File: src/rtl/serial_subtractor.sv
`default_nettype none
// ============================================================================
// serial_subtractor : bit-serial diff = a - b - borrow_in, LSB first, with a
// start/busy/done handshake. Define SUB_OVERFLOW_EN to enable the overflow flag.
// Revision 1.0
// ============================================================================
module serial_subtractor #(
  parameter int WIDTH = 5
) (
  input  logic             clk,
  input  logic             reset,
  input  logic             start,
  input  logic [WIDTH-1:0] a,
  input  logic [WIDTH-1:0] b,
  input  logic             borrow_in,
  output logic             busy,
  output logic             done,
  output logic [WIDTH-1:0] diff,
  output logic             borrow_out,
  output logic             overflow
);

  localparam int CNT_W = (WIDTH > 1) ? $clog2(WIDTH) : 1;
  localparam logic [CNT_W-1:0] CNT_LAST = CNT_W'(WIDTH - 1);

  localparam logic [1:0] S_IDLE = 2'd0;
  localparam logic [1:0] S_RUN  = 2'd1;
  localparam logic [1:0] S_DONE = 2'd2;

  logic [1:0]       state_q, state_d;
  logic [WIDTH-1:0] ra_q, ra_d;
  logic [WIDTH-1:0] rb_q, rb_d;
  logic             br_q, br_d;
  logic [CNT_W-1:0] cnt_q, cnt_d;
  logic [WIDTH-1:0] diff_q, diff_d;
  logic             borrow_out_q, borrow_out_d;

  logic a_bit;
  logic b_bit;
  logic d_bit;
  logic br_next;
  logic load;
  logic last_step;

  assign a_bit   = ra_q[cnt_q];
  assign b_bit   = rb_q[cnt_q];
  assign d_bit   = a_bit ^ b_bit ^ br_q;
  assign br_next = (~a_bit & b_bit) | (~(a_bit ^ b_bit) & br_q);

  // Accept is possible both from IDLE and from the DONE cycle (back-to-back).
  assign load      = start && ((state_q == S_IDLE) || (state_q == S_DONE));
  assign last_step = (state_q == S_RUN) && (cnt_q == CNT_LAST);

  always_comb begin
    state_d      = state_q;
    ra_d         = ra_q;
    rb_d         = rb_q;
    br_d         = br_q;
    cnt_d        = cnt_q;
    diff_d       = diff_q;
    borrow_out_d = borrow_out_q;

    if (load) begin
      ra_d         = a;
      rb_d         = b;
      br_d         = borrow_in;
      cnt_d        = '0;
      diff_d       = '0;
      borrow_out_d = 1'b0;
      state_d      = S_RUN;
    end else begin
      case (state_q)
        S_RUN: begin
          diff_d = {d_bit, diff_q[WIDTH-1:1]};
          br_d   = br_next;
          cnt_d  = cnt_q + CNT_W'(1);
          if (last_step) begin
            borrow_out_d = br_next;
            state_d      = S_DONE;
          end
        end
        S_DONE:  state_d = S_IDLE;
        S_IDLE:  state_d = S_IDLE;
        default: state_d = S_IDLE;
      endcase
    end
  end

  always_ff @(posedge clk) begin
    if (reset) begin
      state_q      <= S_IDLE;
      ra_q         <= '0;
      rb_q         <= '0;
      br_q         <= 1'b0;
      cnt_q        <= '0;
      diff_q       <= '0;
      borrow_out_q <= 1'b0;
    end else begin
      state_q      <= state_d;
      ra_q         <= ra_d;
      rb_q         <= rb_d;
      br_q         <= br_d;
      cnt_q        <= cnt_d;
      diff_q       <= diff_d;
      borrow_out_q <= borrow_out_d;
    end
  end

`ifdef SUB_OVERFLOW_EN
  logic overflow_q, overflow_d;

  // On the last step the current operand bits are the sign bits.
  always_comb begin
    overflow_d = overflow_q;
    if (load) begin
      overflow_d = 1'b0;
    end else if (last_step) begin
      overflow_d = (a_bit != b_bit) && (d_bit != a_bit);
    end
  end

  always_ff @(posedge clk) begin
    if (reset) begin
      overflow_q <= 1'b0;
    end else begin
      overflow_q <= overflow_d;
    end
  end

  assign overflow = overflow_q;
`else
  assign overflow = 1'b0;
`endif

  assign busy       = (state_q == S_RUN);
  assign done       = (state_q == S_DONE);
  assign diff       = diff_q;
  assign borrow_out = borrow_out_q;

endmodule
`default_nettype wire

File: config.mk
export PLATFORM = sky130hd
export DESIGN_NAME = serial_subtractor
export DESIGN_NICKNAME = d
export VERILOG_FILES = /design/src/rtl/serial_subtractor.sv
export SDC_FILE = /design/constraint.sdc
export NUM_CORES = 1
export LEC_CHECK = 0
export BUFFER_PORTS_ARGS = -buffer_cell sky130_fd_sc_hd__clkbuf_2
export CAP_MARGIN = 30
export CORE_UTILIZATION = 50
export CTS_BUF_LIST = sky130_fd_sc_hd__clkbuf_8
export CTS_CLUSTER_DIAMETER = 60
export DETAILED_ROUTE_END_ITERATION = 7
export PLACE_DENSITY_LB_ADDON = 0.15
export SETUP_SLACK_MARGIN = 0.5
export SYNTH_ARGS = -nofsm -noshare
export SYNTH_HDL_FRONTEND = slang
export SYNTH_SLANG_ARGS = --single-unit
File: constraint.sdc
create_clock -name clk -period 5.55 [get_ports clk]
set_input_delay 0.8325 -clock clk [delete_from_list [all_inputs] [get_ports clk]]
set_output_delay 0.8325 -clock clk [all_outputs]
set_load 0.005 [all_outputs]
Yosys cells after proc, flatten, opt, wreduce, memory -nomap -nowiden --
Index checks and enable logic that the tools add are counted. W data, S select, Z words.
Storage, ports and cells: register bits after elaboration 22, input bits 14, output and inout port bits 9
Operators by class: multiplexer cells 9, add/subtract/negate cells 1, bitwise gates (word level) 8, $lt $le $gt $ge 1, reduce and logical (&&, ||, !) cells 8, eq/ne operators 4
Operators with widths (count):
- $mux W1 | 7
- $bmux W1 S3 | 2
- $lt A3 B4 Y1 const B | 1
- $add A3 B1 Y3 const B | 1
- $eq A3 B3 Y1 const B | 1
- $ne A3 B1 Y1 const B | 1
- $not A1 Y1 | 3
- $reduce_or A3 Y1 | 1
- $and A1 B1 Y1 | 2
- $eq A2 B1 Y1 const B | 1
- $eq A2 B2 Y1 const B | 1
- $logic_and A1 B1 Y1 | 2
- $logic_not A2 Y1 | 1
- $reduce_and A2 Y1 | 1
- $reduce_bool A2 Y1 | 1
- $reduce_or A2 Y1 | 1
- $xor A1 B1 Y1 | 2
- $logic_or A1 B1 Y1 | 1
- $or A1 B1 Y1 | 1

Longest topological paths before layout --
word-level depth 8, mapped depth 7, mapped depth without buffers 6

Worst setup path before layout --
OpenSTA, ideal clock, no wires.
kind flip-flop to flip-flop, from register cnt_q[2], to register borrow_out_q, in the netlist borrow_out, path slack 3615 ps, data required time 5483 ps, buffers on the path 1, cell stages (with the launch flop) 8, arrival 1868 ps, clock period less this slack 1935 ps, cell sequence dfxtp_1 > buf_2 > mux2i_1 > o32ai_1 > a31o_2 > fa_1 > or3_1 > a21oi_2
Between the ends: word-level cells in the longest chain between the ends 6
Ends and longest elaborated chain:
- start: declaration | RTL line 34 | logic [CNT_W-1:0] cnt_q, cnt_d;
- start signal: assignment | RTL line 103 | cnt_q <= cnt_d;
- $bmux W1 S3 (on tied branches) | RTL line 45, 46
- $mux W1 (on tied branches) | RTL line 45, 46
- $xor A1 B1 Y1 | RTL line 48 | assign br_next = (~a_bit & b_bit) | (~(a_bit ^ b_bit) & br_q);
- $not A1 Y1 | RTL line 48
- $and A1 B1 Y1 | RTL line 48
- $or A1 B1 Y1 | RTL line 48
- end signal: assignment | RTL line 105 | borrow_out_q <= borrow_out_d;
- end: declaration | RTL line 36 | logic borrow_out_q, borrow_out_d;
Several ways; a longest one is shown, not always the timed one. The select of a mux whose other input is x is not followed. A chain may end at the register's enable or synchronous reset.

Worst setup path after layout --
from register state_q[1], to output port busy
Between the ends: word-level cells in the longest chain between the ends 1
Ends and longest elaborated chain:
- start: declaration | RTL line 30 | logic [1:0] state_q, state_d;
- start signal: assignment | RTL line 99 | state_q <= state_d;
- $eq A2 B1 Y1 | RTL line 135 | assign busy = (state_q == S_RUN);
- end: declaration | RTL line 16 | output logic busy,
Every way passes these cells.

==> flow_summary.toml <==
[clock_tree]
max-clock-path-buffers = 2
cts_root_buffer = "sky130_fd_sc_hd__clkbuf_8"
clock_sinks = 22
postCtsSetupRepairBufs = 0
tritoncts = "done"
hold_fix_buffer_count_after_cts = 0
clock_pin_slew_on_the_worst_setup_and_hold_paths_ps = 70
worstSkewPairLatency_ps = 250
cts_resized = 0
numCtsBuffers = 3
htreeDepth = 1

[sta]
share_of_the_cycle_needed_by_the_critical_path_after_routing_pct = 40.2
number_of_setup_violations_in_the_final_report = 0
drv_slew = 0
worst_slack_ps = 3320
hold_violations = 0
timing.final.crit_period_ps = 2230
setup-tns-final_ps = 0
worst_clock_skew_ps = 1.41
grt_setup_unrepaired = "no"
fmax_ghz = 0.449

[logic_synthesis]
yosysWarningCount = 0
count_of_unique_library_cells_instantiated_by_yosys = 26
postSynth.asyncResetShare_pct = 0
syn_avg_cell_area_sq_um = 8.18
ys_ff_latch = 22
synthMostInstantiatedCell = "sky130_fd_sc_hd__nand2_1"
synth_largest_area_cell = "sky130_fd_sc_hd__dfxtp_1"
syn_std_cell_area_sq_um = 965
synth.top_cell.area_share_pct = 45.7
netlist_instances = 118
synth_top_cells_by_count = "sky130_fd_sc_hd__nand2_1, sky130_fd_sc_hd__dfxtp_1, sky130_fd_sc_hd__a21oi_1, sky130_fd_sc_hd__nor2_1"
netlist_top_cells_area = "sky130_fd_sc_hd__dfxtp_1, sky130_fd_sc_hd__nand2_1, sky130_fd_sc_hd__a21oi_1, sky130_fd_sc_hd__mux2i_1, sky130_fd_sc_hd__ha_1"
synth_seq_area_share_pct = 45.7
synth_ff_type = "sky130_fd_sc_hd__dfxtp_1"
synth_fp_nets = 135
synth_edf_count = 0

[placed_design]
gp_routability_congestion = 0.731
place_hpwl_um = 1230
io_buffers = 21
placedCellCount = 156
dp_slack_ps = 3450

[routing]
drt_pre_antenna_iters = 4
wl_met2_um = 794
routedWlPerCell_um = 10.8
drc_violations_left = 0
wirelength_met1_um = 803
post_route_antenna_net_violation_count = 0
met3_wirelength_um = 97
routed_wl_um = 1720
drt-initial-drc-count = 14
highest_layer = "met4"
drt-vias-per-instance = 5.04
dr_total_vias = 802

[setup_path]
timing.critical_path.arrival_ps = 1400
timing.critical_path.max_delay_family = "buffers and inverters"
slowest_delay_ps = 350
cp-end-kind = "primary output"
critical_path.cell_chain = "nand2b_1, inv_1, clkbuf_2"
critPathKind = "reg -> out"
cp.required_ps = 4720
slowest_stage = "sky130_fd_sc_hd__inv_1"
critical_path_peak_fanout = 11
cp_num_buf_inv = 2
worst_setup_path_start_kind = "flop"

[final_layout]
insertedDiodeCount = 0
layout.nets = 153
fillers = 182
layoutNonFillerInstCount = 159
layout-drive-gt1-share_pct = 20.9
area_growth_syn_to_layout_pct = 13.6

[floorplanning]
floorplan.initialDensity_pct = 54.7
floorplan.die.width_um = 45.9
floorplan.rows = 15
pin_count = 23
die_height_um = 45.9
die_area_sq_mm = 0.00211
fp.coreArea_sq_mm = 0.00176

[global_routing]
grt_first_pass_wirelength_um = 2780
grt_max_degree = 15
grt_use_total_pct = 19.2
grt_antenna_before_repair = 0
number_of_global_route_vias_before_repair = 680
grt_overflow = 0

[worst_hold_path]
hp-class = "reg -> reg"

[power_and_ir_drop]
powerDensity_mw_per_mm2 = 272
vdd.ir_drop.worst_uv = 186
power.leakage_uw = 0.000438

[job]
max_cap_violations = 0

[run_status]
status = "finished, final reports clean"
==> routing by layer <==
layer	vias up	GRT usage, %
met1	352	21.4
met3	2	4.76
met5	-	0
met4	0	10.6
li1	420	-
met2	28	33.0
==> final timing paths <==
path	start	end	slack [ps]	cells past startpoint
worst max register to register	cnt_q[2]$_SDFFE_PP0P_	borrow_out$_SDFFE_PP0P_	3430	6
worst min register to register	ra_q[0]$_SDFFE_PP0P_	ra_q[0]$_SDFFE_PP0P_	460	2
worst min-delay path	ra_q[0]$_SDFFE_PP0P_	ra_q[0]$_SDFFE_PP0P_	460	2
worst max-delay path	state_q[1]$_SDFFE_PP0P_	busy	3320	3
==> power by group <==
group | internal [uW] | switching, uW
combinational | 14.3 | 20.7
clock | 48.3 | 45.9
sequential | 165 | 4.50
total | 227 | 71.1
==> final cells by class <==
class	instances	area (sq um)	share of cell area (%)
multi-input combinational	84	463	42.2
sequential	22	440	40.2
timing repair buffer	21	105	9.59
clock buffer	3	41.3	3.77
tap	25	31.3	2.85
inverter	4	15.0	1.37
==> registers in the layout, summed over array words and instances (netlist names) <==
signal      cells
borrow_out      1
br_q            1
cnt_q           3
diff            5
ra_q            5
rb_q            5
state_q         2
==> cell usage in the layout (no fill, tap or decap) <==
cell                        synthesis  final
sky130_fd_sc_hd__a31oi_1            1      1
sky130_fd_sc_hd__ha_1               2      2
sky130_fd_sc_hd__or2_2              1      1
sky130_fd_sc_hd__dfxtp_1           22     22
sky130_fd_sc_hd__nand3b_1           1      1
sky130_fd_sc_hd__a31o_2             1      1
sky130_fd_sc_hd__nor2_1             5      5
sky130_fd_sc_hd__o32ai_1            2      2
sky130_fd_sc_hd__or3_1              1      1
sky130_fd_sc_hd__xor2_1             1      1
sky130_fd_sc_hd__clkbuf_2           0     21
sky130_fd_sc_hd__o21ai_0            1      1
sky130_fd_sc_hd__mux2i_1            4      4
sky130_fd_sc_hd__conb_1             1      1
sky130_fd_sc_hd__nor3_1             2      2
sky130_fd_sc_hd__a2111oi_2          1      1
sky130_fd_sc_hd__nand2b_1           3      3
sky130_fd_sc_hd__fa_1               1      1
sky130_fd_sc_hd__inv_1              4      4
sky130_fd_sc_hd__a21oi_2            1      1
sky130_fd_sc_hd__nand2_1           35     35
sky130_fd_sc_hd__a21oi_1           18     18
sky130_fd_sc_hd__and2b_1            2      2
sky130_fd_sc_hd__clkbuf_8           0      3
==> worst reg2reg max path, cell delays in order, from the launching register on <==
cell,delay (ps)
sky130_fd_sc_hd__dfxtp_1,500
sky130_fd_sc_hd__mux2i_1,260
sky130_fd_sc_hd__o32ai_1,100
sky130_fd_sc_hd__a31o_2,240
sky130_fd_sc_hd__fa_1,440
sky130_fd_sc_hd__or3_1,390
sky130_fd_sc_hd__a21oi_2,110
==> stage by stage <==
stage / cell area (sq um) / hold WS, ps / power [uW] / utilization [%]
5_1_grt: 1100 / 468 / 314 / 62.1
6_report: 1100 / 455 / 298 / 62.1
2_1_floorplan: 965 / 431 / 200 / -
3_3_place_gp: 1050 / 444 / 207 / 59.8
3_5_place_dp: 1050 / 446 / 208 / 59.8
4_1_cts: 1100 / 457 / 304 / 62.1
==> logic make-up after synthesis <==
| kind of cell | synth area share (%) |
|---|---|
| other cells | 0.389 |
| fa+ha+maj | 4.67 |
| compound gates | 15.7 |
| buf+inv | 6.36 |
| simple gates | 22.2 |
| flops | 45.7 |
| xor+xnor | 0.908 |
| mux | 4.15 |
Power figures use the tool's default switching activity.
